--- config.mk ---
export PLATFORM = sky130hd
export DESIGN_NAME = sha256_digest_hex_tx
export DESIGN_NICKNAME = d
export VERILOG_FILES = /design/src/rtl/sha256_pkg.sv /design/src/rtl/sha256_digest_hex_tx_hex_nibble_ascii.sv /design/src/rtl/sha256_digest_hex_tx.sv
export SDC_FILE = /design/constraint.sdc
export NUM_CORES = 1
export LEC_CHECK = 0
export ABC_AREA = 1
export CORE_ASPECT_RATIO = 0.5
export CORE_MARGIN = 4
export CORE_UTILIZATION = 51
export CTS_CLUSTER_DIAMETER = 40
export DETAILED_ROUTE_END_ITERATION = 10
export HOLD_SLACK_MARGIN = 0.1
export PLACE_DENSITY = 0.74
export SYNTH_ARGS = -nofsm -noshare
export SYNTH_HDL_FRONTEND = slang
export SYNTH_HIERARCHICAL = 1
export SYNTH_SLANG_ARGS = --single-unit
--- constraint.sdc ---
create_clock -name clk -period 2.8 [get_ports clk]
set_input_delay 0.28 -clock clk [delete_from_list [all_inputs] [get_ports clk]]
set_output_delay 0.28 -clock clk [all_outputs]
set_load 0.01 [all_outputs]
--- src/rtl/sha256_pkg.sv ---
// sha256_pkg: shared constants and state type for the SHA-256 digest hex transmitter
package sha256_pkg;

    localparam int DIGEST_BYTES_DEF = 32;

    localparam logic [7:0] ASCII_CR      = 8'h0D;
    localparam logic [7:0] ASCII_LF      = 8'h0A;
    localparam logic [7:0] ASCII_ZERO    = 8'h30;
    localparam logic [7:0] ASCII_LOWER_A = 8'h61;
    localparam logic [7:0] ASCII_UPPER_A = 8'h41;

    typedef enum logic [1:0] {
        ST_COLLECT,
        ST_HEX,
        ST_CR,
        ST_LF
    } hex_tx_state_e;

endpackage

--- src/rtl/sha256_digest_hex_tx_hex_nibble_ascii.sv ---
// hex_nibble_ascii: maps a 4-bit value to its ASCII hex digit
module hex_nibble_ascii
    import sha256_pkg::*;
#(
    parameter bit UPPERCASE = 1'b0
) (
    input  logic [3:0] nibble_i,
    output logic [7:0] ascii_o
);

    localparam logic [7:0] ALPHA = UPPERCASE ? ASCII_UPPER_A : ASCII_LOWER_A;

    // digits map onto '0'.., letters onto the selected alphabet base
    always_comb begin
        ascii_o = (nibble_i < 4'd10) ? ASCII_ZERO + {4'd0, nibble_i}
                                     : ALPHA + {4'd0, nibble_i} - 8'd10;
    end

endmodule

--- src/rtl/sha256_digest_hex_tx.sv ---
// sha256_digest_hex_tx: collects a digest byte stream and re-emits it as ASCII hex over valid/ready
module sha256_digest_hex_tx
    import sha256_pkg::*;
#(
    parameter int DIGEST_BYTES = DIGEST_BYTES_DEF,
    parameter bit UPPERCASE    = 1'b0,
    parameter bit APPEND_CRLF  = 1'b1
) (
    input  logic       clk,
    input  logic       rst,
    input  logic [7:0] in_data,
    input  logic       in_valid,
    output logic [7:0] tx_data,
    output logic       tx_valid,
    input  logic       tx_ready,
    output logic       busy,
    output logic       frame_done,
    output logic       overrun
);

    localparam int WW = $clog2(DIGEST_BYTES);
    localparam int CW = $clog2(2 * DIGEST_BYTES);
    localparam logic [WW-1:0] WR_LAST = WW'(DIGEST_BYTES - 1);
    localparam logic [CW-1:0] CH_LAST = CW'(2 * DIGEST_BYTES - 1);

    hex_tx_state_e state_q;
    logic [WW-1:0] wr_idx_q;
    logic [CW-1:0] char_idx_q;
    logic [7:0]    buf_q [DIGEST_BYTES];
    logic [7:0]    tx_data_q;
    logic          tx_valid_q;
    logic          overrun_q;

    logic [CW-1:0] nxt_idx;
    logic [7:0]    nxt_byte;
    logic [3:0]    nxt_nib;
    logic [7:0]    nxt_char;
    logic          hs;
    logic          last_char;

    // character that becomes visible after the next advance: index 0 on frame entry, else the successor
    always_comb begin
        nxt_idx   = (state_q == ST_COLLECT) ? '0 : char_idx_q + 1'b1;
        nxt_byte  = buf_q[nxt_idx[CW-1:1]];
        nxt_nib   = nxt_idx[0] ? nxt_byte[3:0] : nxt_byte[7:4];
        hs        = tx_valid_q && tx_ready;
        last_char = char_idx_q == CH_LAST;
    end

    hex_nibble_ascii #(.UPPERCASE(UPPERCASE)) u_nib (
        .nibble_i (nxt_nib),
        .ascii_o  (nxt_char)
    );

    // digest storage; contents need no reset since every frame rewrites all entries before use
    always_ff @(posedge clk) begin
        if (in_valid && state_q == ST_COLLECT) buf_q[wr_idx_q] <= in_data;
    end

    // frame sequencing with registered tx_valid/tx_data so outputs never depend on tx_ready
    always_ff @(posedge clk or posedge rst) begin
        if (rst) begin
            state_q    <= ST_COLLECT;
            wr_idx_q   <= '0;
            char_idx_q <= '0;
            tx_data_q  <= '0;
            tx_valid_q <= 1'b0;
            overrun_q  <= 1'b0;
        end else begin
            overrun_q <= in_valid && state_q != ST_COLLECT;
            case (state_q)
                ST_COLLECT: begin
                    if (in_valid) begin
                        if (wr_idx_q == WR_LAST) begin
                            wr_idx_q   <= '0;
                            char_idx_q <= '0;
                            state_q    <= ST_HEX;
                            tx_valid_q <= 1'b1;
                            tx_data_q  <= nxt_char;
                        end else begin
                            wr_idx_q <= wr_idx_q + 1'b1;
                        end
                    end
                end
                ST_HEX: begin
                    if (tx_ready) begin
                        if (!last_char) begin
                            char_idx_q <= nxt_idx;
                            tx_data_q  <= nxt_char;
                        end else if (APPEND_CRLF) begin
                            state_q   <= ST_CR;
                            tx_data_q <= ASCII_CR;
                        end else begin
                            state_q    <= ST_COLLECT;
                            tx_valid_q <= 1'b0;
                        end
                    end
                end
                ST_CR: begin
                    if (tx_ready) begin
                        state_q   <= ST_LF;
                        tx_data_q <= ASCII_LF;
                    end
                end
                default: begin
                    if (tx_ready) begin
                        state_q    <= ST_COLLECT;
                        tx_valid_q <= 1'b0;
                    end
                end
            endcase
        end
    end

    // frame_done marks the accepting handshake of the final character itself
    always_comb begin
        frame_done = hs && (state_q == ST_LF || (state_q == ST_HEX && last_char && !APPEND_CRLF));
        busy       = state_q != ST_COLLECT || wr_idx_q != '0;
        tx_data    = tx_data_q;
        tx_valid   = tx_valid_q;
        overrun    = overrun_q;
    end

endmodule

==> results.json <==
{
  "synth_area_leader_cell": "edfxtp_1",
  "drt_wl_total_um": 34900,
  "dp_cells": 1574,
  "status": "finished, final reports clean",
  "p_per_area_nw_per_um2": 890,
  "drv_cap": 0,
  "core_area_sq_um": 24000,
  "seq_area_frac_synth_pct": 66.5,
  "ios": 24,
  "max_slew_margin_pct": 37.7,
  "antenna_found_initial": 0,
  "setup_slack_ns": 0.00656,
  "wl_met1_um": 13100,
  "cp-end-kind": "register",
  "cp_slowest_cell": "dfrtp_2",
  "fillerInstances": 1605,
  "crit_chain": "ha_4 -> inv_4 -> nor2_4 -> buf_6 -> clkbuf_16 -> nand2_1 -> nand2_1 -> nand2_1 -> nand3_1 -> nand3_2 -> nand3_2 -> nand3_2 -> nand2_2 -> inv_2 -> ha_4 -> nand3b_1 -> nand2_1 -> nand3_1 -> a2bb2oi_1",
  "min_period_over_period_pct": 99.8,
  "clk_pin_slew_ns": 0.06,
  "clock_path_buffers": 3,
  "mostFrequentLayoutCells": "nand2_1, edfxtp_1, nand3_1, buf_4, inv_1",
  "cts.sinks": 279,
  "syn2layout_area_growth_pct": 25.9,
  "grt_pass1_wl_um": 49700,
  "fin_worst_skew_ns": 0.0134,
  "std_cell_rows": 40,
  "die_area_sq_um": 27100,
  "portBuffers": 23,
  "wl_met3_um": 4410,
  "place_hpwl_um": 19500,
  "place.gp.congestion": 0.998,
  "drc": 0,
  "synth_fp_nets": 1229,
  "cts_root_buffer": "clkbuf_16",
  "hold_class": "input port to asynchronous set/reset pin",
  "critPathMaxStageDelay_ns": 0.44,
  "routed_via_density": 5.82,
  "synth_warnings": 6,
  "die_w_um": 229,
  "highest_layer": "met4",
  "grt.overflow.total": 0,
  "dr_wl_met2_um": 16100,
  "drt-wirelength-per-cell_um": 21.0,
  "nets": 1348,
  "drt_iter0_drc": 1246,
  "ant_nets": 0,
  "setup_viol": 0,
  "grt_max_degree": 34,
  "syn_inst": 1205,
  "clock_latency_ns": 0.54,
  "cts_buffers": 28,
  "fmax_ghz": 0.358,
  "die_y_um": 118,
  "cp_max_fo": 6,
  "track_usage_pct": 23.3,
  "startpoint_type": "register",
  "path_delay_family": "simple AND/OR/NAND/NOR gates",
  "synthDistinctLibCells": 35,
  "cp_data_required_time_ns": 3.27,
  "final_common_cell": "nand2_1",
  "hold_viol": 0,
  "htreeDepth": 1,
  "yosys-top-cells-area": "edfxtp_1, nand2_1, nand3_1",
  "cts_tree": "done",
  "cellLeakagePower_uw": 0.00637,
  "synth_top_area_share_pct": 61.9,
  "dpl_worst_slack_ns": -0.128,
  "start_util_pct": 51.8,
  "finalMaxSlewViolations": 0,
  "first_global_vias": 8925,
  "tightest_slew_ns": 0.933,
  "utilization_pct": 65.3,
  "layout.cells.non_filler": 1662,
  "ir_worst_vdd_uv": 587,
  "netlist_area_sq_um": 12400,
  "hold_buffers": 0,
  "via_count": 9666,
  "crit_buf_inv": 4,
  "cp_common_cell": "nand2_1",
  "arrival_ns": 3.27,
  "worstSetupPathType": "register to register",
  "syn_area_per_cell_sq_um": 10.3,
  "ys_ff_latch": 279,
  "first_pass_iters": 7,
  "period_minus_slack_ns": 2.79,
  "layout-drive-gt1-share_pct": 21.8
}
worst register-to-register path, delay by kind of cell, from the launching register on:
family / cells / cell delay, ns
buf+inv: 4 / 0.41
compound gates: 1 / 0.15
simple gates: 12 / 1.21
fa+ha+maj: 2 / 0.52
flops: 1 / 0.44
synth_stat cells, drive strengths merged:
cell type / n
clkinv: 1
o22ai: 7
o311ai: 1
clkbuf: 3
nand4: 2
o21a: 2
nor3: 4
nand2: 496
ha: 12
nor4: 2
nor2: 59
dfrtp: 23
a211oi: 1
o21ai: 8
edfxtp: 256
conb: 2
buf: 56
inv: 69
a2bb2oi: 1
a21oi: 4
a32o: 4
nand3b: 9
nand3: 183
flip-flops by register name, indices dropped and copies added, names as in the netlist:
name / cells
char_idx_q: 6
state_q: 2
buf_q: 256
tx_valid: 1
tx_data: 8
overrun: 1
wr_idx_q: 5
path summary, 6_finish.rpt:
| path | slack, ns | depth (start not counted) | start | to |
|---|---|---|---|---|
| max | 0.007 | 19 | char_idx_q[1]$_DFFE_PP0P_ | tx_data[1]$_DFFE_PP0P_ |
| min | 0.24 | 2 | rst | tx_data[1]$_DFFE_PP0P_ |
| max reg2reg | 0.007 | 19 | char_idx_q[1]$_DFFE_PP0P_ | tx_data[1]$_DFFE_PP0P_ |
| min reg2reg | 0.49 | 1 | tx_data[3]$_DFFE_PP0P_ | tx_data[3]$_DFFE_PP0P_ |
| max in group asynchronous | 1.92 | 2 | rst | char_idx_q[1]$_DFFE_PP0P_ |
| min in group clk | 0.39 | 3 | in_valid | overrun$_DFF_PP0_ |
power breakdown:
part	switching, uW	total [uW]	leakage [uW]	internal (uW)
logic	3160	5380	0.00333	2220
clock network	1610	3640	0.000444	2030
registers	126	4900	0.00259	4770
routing by layer:
layer  GRT usage, %  up-vias
met5              0        -
li1               -     4282
met3           5.39      128
met4           6.99        0
met2           37.3      655
met1           32.3     4601
area by class of cell:
class	count	area (sq um)	area share (%)
Clock inverter	18	140	0.896
Timing Repair Buffer	148	1770	11.3
Sequential cell	279	8260	52.8
Inverter	70	280	1.79
Tap cell	315	394	2.52
Multi-Input combinational cell	797	4040	25.8
Clock buffer	34	754	4.82
Antenna cell	1	2.50	0.0160
what timing repair did:
item                       in CTS  in global routing
setup endpoints to repair       6                  6
pin swaps                       1                 43
setup buffers                   3                 15
resized for setup               8                143
cloned                          4                 14
cells by family (layout without fill, tap and decap cells):
kind of cell | count (synthesis) | in the layout | share of synthesized area, %
AOI/OAI and AO/OA | 28 | 28 | 1.64
DFF | 279 | 279 | 66.5
other | 2 | 3 | 0.0605
adders and majority gates | 12 | 12 | 1.21
buffers and inverters | 129 | 270 | 5.11
and+or+nand+nor | 755 | 755 | 25.5
stage by stage:
step	hold WS, ns	setup TNS (ns)	total power (uW)	instance area (sq um)
6_report	0.243	0	13900	15600
5_1_grt	0.355	-0.299	14500	15600
4_1_cts	0.278	-0.0218	12800	14600
3_5_place_dp	0.481	-0.432	9110	13600
3_3_place_gp	0.472	-0.0880	8990	13600
2_1_floorplan	0.282	0	7570	12400
No activity file was read; power rests on OpenSTA's default activity.
